<file path="config.mk">
export PLATFORM = sky130hd
export DESIGN_NAME = operand_dispatch_control
export DESIGN_NICKNAME = d
export VERILOG_FILES = /design/src/rtl/operand_dispatch_control_pkg.sv /design/src/rtl/operand_dispatch_control_index_counter.sv /design/src/rtl/operand_dispatch_control.sv
export SDC_FILE = /design/constraint.sdc
export NUM_CORES = 1
export LEC_CHECK = 0
export ABC_AREA = 1
export CORE_MARGIN = 4
export CORE_UTILIZATION = 35
export DETAILED_ROUTE_END_ITERATION = 8
export HOLD_SLACK_MARGIN = 0.02
export PLACE_DENSITY = 0.61
export SLEW_MARGIN = 40
export SYNTH_ARGS = -nofsm -noshare
export SYNTH_HDL_FRONTEND = slang
export SYNTH_SLANG_ARGS = --single-unit
</file>
<file path="constraint.sdc">
create_clock -name clk -period 3.7 [get_ports clk]
set_input_delay 0.74 -clock clk [delete_from_list [all_inputs] [get_ports clk]]
set_output_delay 0.74 -clock clk [all_outputs]
set_load 0.01 [all_outputs]
</file>
<file path="src/rtl/operand_dispatch_control_pkg.sv">
// Shared definitions for the operand dispatch controller: FSM states, sizing constants
// and the grouped push outputs.
package operand_dispatch_control_pkg;

    localparam int unsigned DATA_W   = 8;
    localparam int unsigned MAX_N    = 8;
    localparam int unsigned NUM_PROC = 4;

    typedef enum logic [2:0] {
        StIdle,
        StLoadMat,
        StLoadVec,
        StStart,
        StWaitProc
    } state_e;

    typedef struct packed {
        logic [NUM_PROC-1:0] push_row;
        logic                push_vec;
    } dispatch_signals_t;

endpackage

</file>
<file path="src/rtl/operand_dispatch_control_index_counter.sv">
// Row/column index counter for the operand stream; column wraps at n-1 and carries into row.
module dispatch_index_counter (
    input  logic       clk,
    input  logic       reset,
    input  logic       clr,
    input  logic       inc,
    input  logic       row_en,
    input  logic [3:0] n,
    output logic [1:0] fifo_sel,
    output logic       col_last,
    output logic       row_last
);

    logic [3:0] row_q, row_d;
    logic [3:0] col_q, col_d;

    assign col_last = (col_q == n - 4'd1);
    assign row_last = (row_q == n - 4'd1);
    assign fifo_sel = row_q[1:0];

    always_comb begin
        row_d = row_q;
        col_d = col_q;
        if (clr) begin
            row_d = 4'd0;
            col_d = 4'd0;
        end else if (inc) begin
            if (col_last) begin
                col_d = 4'd0;
                // Row wraps too, so after the last matrix word both counters are back at 0
                if (row_en) row_d = row_last ? 4'd0 : row_q + 4'd1;
            end else begin
                col_d = col_q + 4'd1;
            end
        end
    end

    always_ff @(posedge clk) begin
        if (reset) begin
            row_q <= 4'd0;
            col_q <= 4'd0;
        end else begin
            row_q <= row_d;
            col_q <= col_d;
        end
    end

endmodule

</file>
<file path="src/rtl/operand_dispatch_control.sv">
// Streams an N*N matrix then an N-vector into processor FIFOs and kicks off the computation.
module operand_dispatch_control #(
    parameter int unsigned DATA_W = operand_dispatch_control_pkg::DATA_W,
    parameter int unsigned MAX_N  = operand_dispatch_control_pkg::MAX_N
) (
    input  logic              clk,
    input  logic              reset,
    input  logic              cfg_valid,
    input  logic [3:0]        cfg_N,
    input  logic              data_valid,
    input  logic [DATA_W-1:0] data_in,
    output logic              data_ready,
    input  logic [3:0]        row_fifo_full,
    input  logic              vec_fifo_full,
    output logic [3:0]        push_row,
    output logic              push_vec,
    output logic [DATA_W-1:0] push_data,
    output logic              start_out,
    input  logic              proc_done,
    output logic              busy,
    output logic              cfg_err
);
    import operand_dispatch_control_pkg::*;

    state_e            state_q, state_d;
    logic [3:0]        n_q, n_d;
    logic              cfg_err_q, cfg_err_d;
    logic              start_q, busy_q;
    logic              cfg_ok, cfg_load;
    logic              xfer, mat_xfer, vec_xfer;
    logic [1:0]        fifo_sel;
    logic              col_last, row_last;
    dispatch_signals_t disp;

    assign cfg_ok   = (cfg_N != 4'd0) && (32'(cfg_N) <= MAX_N);
    assign cfg_load = (state_q == StIdle) && cfg_valid && cfg_ok;

    always_comb begin
        data_ready = 1'b0;
        if (!reset) begin
            case (state_q)
                StLoadMat: data_ready = ~row_fifo_full[fifo_sel];
                StLoadVec: data_ready = ~vec_fifo_full;
                default:   data_ready = 1'b0;
            endcase
        end
    end

    assign xfer     = data_valid && data_ready;
    assign mat_xfer = xfer && (state_q == StLoadMat);
    assign vec_xfer = xfer && (state_q == StLoadVec);

    always_comb begin
        disp          = '0;
        disp.push_row = mat_xfer ? (NUM_PROC'(1) << fifo_sel) : '0;
        disp.push_vec = vec_xfer;
    end

    assign push_row  = disp.push_row;
    assign push_vec  = disp.push_vec;
    assign push_data = data_in;
    assign start_out = start_q;
    assign busy      = busy_q;
    assign cfg_err   = cfg_err_q;

    dispatch_index_counter u_idx (
        .clk      (clk),
        .reset    (reset),
        .clr      (cfg_load),
        .inc      (mat_xfer || vec_xfer),
        .row_en   (state_q == StLoadMat),
        .n        (n_q),
        .fifo_sel (fifo_sel),
        .col_last (col_last),
        .row_last (row_last)
    );

    always_comb begin
        state_d   = state_q;
        n_d       = n_q;
        cfg_err_d = cfg_err_q;
        case (state_q)
            StIdle: begin
                if (cfg_valid) begin
                    if (cfg_ok) begin
                        n_d       = cfg_N;
                        cfg_err_d = 1'b0;
                        state_d   = StLoadMat;
                    end else begin
                        cfg_err_d = 1'b1;
                    end
                end
            end
            StLoadMat:  if (mat_xfer && row_last && col_last) state_d = StLoadVec;
            StLoadVec:  if (vec_xfer && col_last) state_d = StStart;
            StStart:    state_d = StWaitProc;
            StWaitProc: if (proc_done) state_d = StIdle;
            default:    state_d = StIdle;
        endcase
    end

    // start/busy are registered off the next state so they line up with state_q
    always_ff @(posedge clk) begin
        if (reset) begin
            state_q   <= StIdle;
            n_q       <= 4'd0;
            cfg_err_q <= 1'b0;
            start_q   <= 1'b0;
            busy_q    <= 1'b0;
        end else begin
            state_q   <= state_d;
            n_q       <= n_d;
            cfg_err_q <= cfg_err_d;
            start_q   <= (state_d == StStart);
            busy_q    <= (state_d != StIdle);
        end
    end

endmodule
</file>
==> flow_metrics.env, run 1 <==
export IMPL_numClockSinks=18
export IMPL_numPortBuffers=22
export IMPL_cp_start_kind="input port"
export IMPL_core_area_um2=3420
export IMPL_fin_area_um2=1520
export IMPL_vias=1122
export IMPL_grt_usage=0.125
export IMPL_setup_viol=0
export IMPL_critical_path_top_delay_family="buffers and inverters"
export IMPL_maxCapViolations=0
export IMPL_postCtsSetupRepairBufs=0
export IMPL_r2r_start="n_q[0]"
export IMPL_clock_latency_ps=300
export IMPL_cp_max_fo=9
export IMPL_final_max_slew_viol_count=0
export IMPL_p_total_mw=0.414
export IMPL_netlist_area_um2=1260
export IMPL_worst_path_buf_inv=3
export IMPL_cts_resized=0
export IMPL_final_min_clock_period_ps=3240
export IMPL_fmax_mhz=309
export IMPL_leakage_nw=0.692
export IMPL_die_w_um=68.0
export IMPL_place_area_um2=1480
export IMPL_path_class="input port to output pin"
export IMPL_async_flop_share=0
export IMPL_hold_class="register to register"
export IMPL_end_kind="output pin"
export IMPL_worst_slew_pin_slew_ps=292
export IMPL_syn_area_per_cell_um2=6.78
export IMPL_antenna_found_initial=0
export IMPL_finish_net_count=233
export IMPL_num_rows=21
export IMPL_holdBufCountCts=0
export IMPL_layout_common_cells="48 x nand2_1, 26 x inv_1, 22 x clkdlybuf4s50_1, 18 x dfxtp_1, 16 x nor2_1"
export IMPL_ant_nets=0
export IMPL_startpoint="row_fifo_full[3]"
export IMPL_grt_overflow=0
export IMPL_required_ps=2960
export IMPL_ys_flop_type="dfxtp_1"
export IMPL_crit_path_end="push_row[1]"
export IMPL_setup_tns_ps=0
export IMPL_n_antenna_cell=0
export IMPL_finalCritPeriodShare=0.876
export IMPL_synth_seq_cells=18
export IMPL_outcome="completed"
export IMPL_drc=0
export IMPL_grt_start_max_net_pins=11
export IMPL_numCtsBuffers=3
export IMPL_hold_viol=0
export IMPL_synthToLayoutAreaGrowth_pct=20.1
export IMPL_drtIter0Drc=66
export IMPL_crit_chain="clkdlybuf4s50_1 -> nand2_1 -> nand3_1 -> nand2_1 -> nand2_1 -> nand2_2 -> nand3_4 -> nor2_2 -> inv_1 -> nor2_1 -> clkdlybuf4s50_1"
export IMPL_drt_pass1_iter_count=4
export IMPL_syn_nets=214
export IMPL_rr_endpoint="busy"
export IMPL_die_y_um=68.0
export IMPL_dp_hpwl_um=2070
export IMPL_max_vdd_ir_drop_mv=0.201
export IMPL_fin_skew_ps=3.43
export IMPL_yosysSeqAreaShare=0.286
export IMPL_r2r_slack_ps=1730
export IMPL_slew_headroom=0.805
export IMPL_path_clk_slew_ps=100
export IMPL_ios=39
export IMPL_worstHoldStart="cfg_err"
export IMPL_synth_cells=186
export IMPL_grt_pass1_vias=1016
export IMPL_wire_per_inst_um=10.2
export IMPL_clockRootBuffer="clkbuf_4"
export IMPL_synth_distinct_cells=29
export IMPL_avgViaCountPerCell=4.49
export IMPL_path_common_cell="nand2_1"
export IMPL_slowest_stage="clkdlybuf4s50_1"
export IMPL_ff2ff_path_depth=15
export IMPL_cts_tree="yes"
export IMPL_grt_pass1_wl_um=4390
export IMPL_gp_congestion=0.818
export IMPL_ctsHtreeMaxLevel=1
export IMPL_initial_core_util=0.369
export IMPL_drive_gt1_frac=0.108
export IMPL_path_depth=11
export IMPL_final_common_cell="nand2_1"
export IMPL_critPathArrivalTime_ps=2500
export IMPL_synth_edf_count=0
export IMPL_wl_um=2550
export IMPL_grt_setup_unrepaired="false"
export IMPL_crit_path_max_incr_delay_ps=530
export IMPL_cts_buffer_depth=2
export IMPL_die_area_um2=4630
export IMPL_ys_warn_count=0
export IMPL_power_density_nw_per_um2=273
==> logic make-up after synthesis <==
family,share of synthesized area
AOI/OAI and AO/OA,0.103
buffers and inverters,0.144
and+or+nand+nor,0.394
adders and majority gates,0.0595
xor gates and xnor gates,0.0139
DFF,0.286
==> worst min-delay path by stage <==
stage | end | slack, ps | depth (start not counted)
after detailed placement | cfg_err | 440 | 2
after CTS | cfg_err | 460 | 2
after floorplan | n_q[2] | 460 | 2
after global placement | cfg_err | 440 | 2
after global routing | cfg_err | 500 | 2
final | cfg_err | 460 | 2
==> worst register-to-register path, stage by stage (launching register included) <==
cell,delay (ps)
dfxtp_1,380
inv_2,90
ha_1,340
inv_1,70
nand2_1,60
nand2_1,40
nor2_1,110
nand2_1,70
nor2_2,120
nand2_4,110
nor2_1,110
nand2_1,110
nand2_1,80
nand2_1,50
nand2_1,80
nand2_1,60
==> per-stage QoR <==
step                hold slack [ps]  setup WS (ps)  std cells  utilization
floorplan                       461           1440        186            -
global placement                442            462        246        0.433
detailed placement              437            436        246        0.433
CTS                             460            434        250        0.444
global route                    498            282        250        0.444
finish                          456            460        250        0.444
==> state kept, by name, indices dropped and copies added, names as in the netlist <==
register and flops:
state_q 3, u_idx.col_q 4, cfg_err 1, n_q 4, busy 1, start_out 1, u_idx.row_q 4
==> per-layer routing <==
| metal | routed length, um | global-route usage | up-vias |
|---|---|---|---|
| li1 | - | - | 615 |
| met5 | 0 | 0 | - |
| met1 | 1250 | 0.168 | 481 |
| met2 | 1110 | 0.190 | 24 |
| met3 | 152 | 0.0411 | 2 |
| met4 | 27 | 0.0372 | 0 |
==> final cells by class <==
class | instances | area, um2
well taps | 46 | 57.6
inverters | 31 | 121
fillers | 371 | 1900
flip-flops and latches | 18 | 360
clock buffers | 4 | 36.3
repair buffers | 22 | 220
multi-input cells | 129 | 719
==> where the power goes <==
| group | internal, mW | switching [mW] | leakage, nW | total (mW) |
|---|---|---|---|---|
| Combinational | 0.0378 | 0.0471 | 0.524 | 0.0849 |
| Clock | 0.0600 | 0.0638 | 0.0210 | 0.124 |
| Sequential | 0.200 | 0.00450 | 0.146 | 0.205 |
| Total | 0.298 | 0.115 | 0.692 | 0.414 |
==> synth_stat cells (2+ instances only) <==
library cell	number	area [um2]
a21oi_1	13	65.1
buf_4	8	60.1
dfxtp_1	18	360
ha_1	6	75.1
inv_1	26	97.6
inv_2	4	15.0
nand2_1	48	180
nand2_2	3	18.8
nand2_4	2	22.5
nand3_1	15	75.1
nand3b_1	2	15.0
nand4_1	2	12.5
nor2_1	16	60.1
nor2_2	2	12.5
nor3_1	2	10.0
o21ai_0	5	25.0
xor2_1	2	17.5
Power figures use the tool's default switching activity.
==> run 2, diff against run 1 <==
==> constraint.sdc (replaced) <==
create_clock -name clk -period 3.66 [get_ports clk]
set_input_delay 0.732 -clock clk [delete_from_list [all_inputs] [get_ports clk]]
set_output_delay 0.732 -clock clk [all_outputs]
set_load 0.01 [all_outputs]
==> flow_metrics.env, run 2 (synthesized netlist as in run 1, its figures left out) <==
export IMPL_maxCapViolations=0
export IMPL_setup_viol=0
export IMPL_drt_pass1_iter_count=4
export IMPL_cts_tree="yes"
export IMPL_finish_net_count=234
export IMPL_crit_chain="clkdlybuf4s50_1 -> nand2_1 -> nand3_1 -> nand2_1 -> nand2_1 -> nand2_2 -> nand3_4 -> nor2_2 -> inv_1 -> nor2_1 -> clkdlybuf4s50_1"
export IMPL_power_density_nw_per_um2=276
export IMPL_worst_path_buf_inv=3
export IMPL_die_area_um2=4630
export IMPL_p_total_mw=0.420
export IMPL_clockRootBuffer="clkbuf_4"
export IMPL_fin_util=0.446
export IMPL_final_common_cell="nand2_1"
export IMPL_critical_path_top_delay_family="buffers and inverters"
export IMPL_antenna_found_initial=0
export IMPL_worst_slew_pin_slew_ps=339
export IMPL_numCtsBuffers=3
export IMPL_clock_latency_ps=300
export IMPL_cts_buffer_depth=2
export IMPL_max_vdd_ir_drop_mv=0.143
export IMPL_n_antenna_cell=0
export IMPL_final_max_slew_viol_count=0
export IMPL_reg_largest_list="n_q (4), u_idx.col_q (4), u_idx.row_q (4)"
export IMPL_final_min_clock_period_ps=3220
export IMPL_drc=0
export IMPL_die_y_um=68.0
export IMPL_grt_pass1_vias=1006
export IMPL_path_common_cell="nand2_1"
export IMPL_die_w_um=68.0
export IMPL_slowest_stage="clkdlybuf4s50_1"
export IMPL_setup_tns_ps=0
export IMPL_grt_overflow=0
export IMPL_critPathArrivalTime_ps=2490
export IMPL_path_clk_slew_ps=100
export IMPL_slew_headroom=0.774
export IMPL_place_area_um2=1490
export IMPL_num_rows=21
export IMPL_cp_max_fo=9
export IMPL_vias=1085
export IMPL_leakage_nw=0.696
export IMPL_holdBufCountCts=0
export IMPL_ctsHtreeMaxLevel=1
export IMPL_dp_hpwl_um=2000
export IMPL_drive_gt1_frac=0.112
export IMPL_synthToLayoutAreaGrowth_pct=20.7
export IMPL_postCtsSetupRepairBufs=0
export IMPL_required_ps=2930
export IMPL_ios=39
export IMPL_core_area_um2=3420
export IMPL_finalCritPeriodShare=0.881
export IMPL_gp_congestion=0.820
export IMPL_hold_class="register to register"
export IMPL_path_class="input port to output pin"
export IMPL_hold_slack_ps=464
export IMPL_grt_usage=0.123
export IMPL_wire_per_inst_um=9.98
export IMPL_cp_start_kind="input port"
export IMPL_layout_common_cells="48 x nand2_1, 26 x inv_1, 22 x clkdlybuf4s50_1, 18 x dfxtp_1, 16 x nor2_1"
export IMPL_outcome="completed"
export IMPL_grt_pass1_wl_um=4280
export IMPL_wl_um=2500
export IMPL_hold_viol=0
export IMPL_grt_start_max_net_pins=11
export IMPL_grt_setup_unrepaired="false"
export IMPL_initial_core_util=0.369
export IMPL_numClockSinks=18
export IMPL_r2r_start="n_q[0]"
export IMPL_crit_path_max_incr_delay_ps=540
export IMPL_numPortBuffers=22
export IMPL_drtIter0Drc=56
export IMPL_end_kind="output pin"
export IMPL_fin_skew_ps=6.82
export IMPL_ant_nets=0
export IMPL_avgViaCountPerCell=4.32
export IMPL_worstHoldStart="cfg_err"
export IMPL_startpoint="row_fifo_full[3]"
export IMPL_cts_resized=0
export IMPL_fin_area_um2=1520
export IMPL_fmax_mhz=310
==> run 2: cell count changes in the layout (fill, tap and decap cells not counted), sizes merged <==
cell / delta
buf: +1
==> run 2: final cells by class <==
| type | count | area [um2] |
|---|---|---|
| fill | 347 | 1890 |
| multi-input combinational | 129 | 719 |
| sequential | 18 | 360 |
| timing repair buffer | 23 | 228 |
| inverter | 31 | 121 |
| tap | 46 | 57.6 |
| clock buffer | 4 | 36.3 |
==> run 2: power breakdown <==
group / leakage [nW] / total, mW / internal [mW] / switching (mW)
registers: 0.146 / 0.207 / 0.203 / 0.00464
clock network: 0.0210 / 0.127 / 0.0607 / 0.0662
logic: 0.529 / 0.0857 / 0.0389 / 0.0468
total: 0.696 / 0.420 / 0.302 / 0.118
==> run 2: worst paths after layout <==
kind	endpoint	cells past startpoint	slack (ps)
min	cfg_err	2	460
min reg2reg	cfg_err	2	460
max	push_row[1]	11	440
max reg2reg	busy	15	1670
==> run 2: worst register-to-register path, delay by kind of cell, from the launching register on <==
kind	cells	cell delay, ps
flops	1	400
fa+ha+maj	1	340
buf+inv	2	170
simple gates	12	990
==> run 2: layer usage <==
metal,vias up,track usage,wire length (um)
met4,0,0.0670,48
met5,-,0,0
li1,621,-,-
met3,4,0.0328,136
met1,440,0.163,1310
met2,20,0.178,1010
==> run 2: per-stage QoR <==
step / setup WS (ps) / std cells
5_1_grt: 264 / 251
4_1_cts: 433 / 251
3_5_place_dp: 431 / 247
2_1_floorplan: 1410 / 186
6_report: 436 / 251
3_3_place_gp: 472 / 247
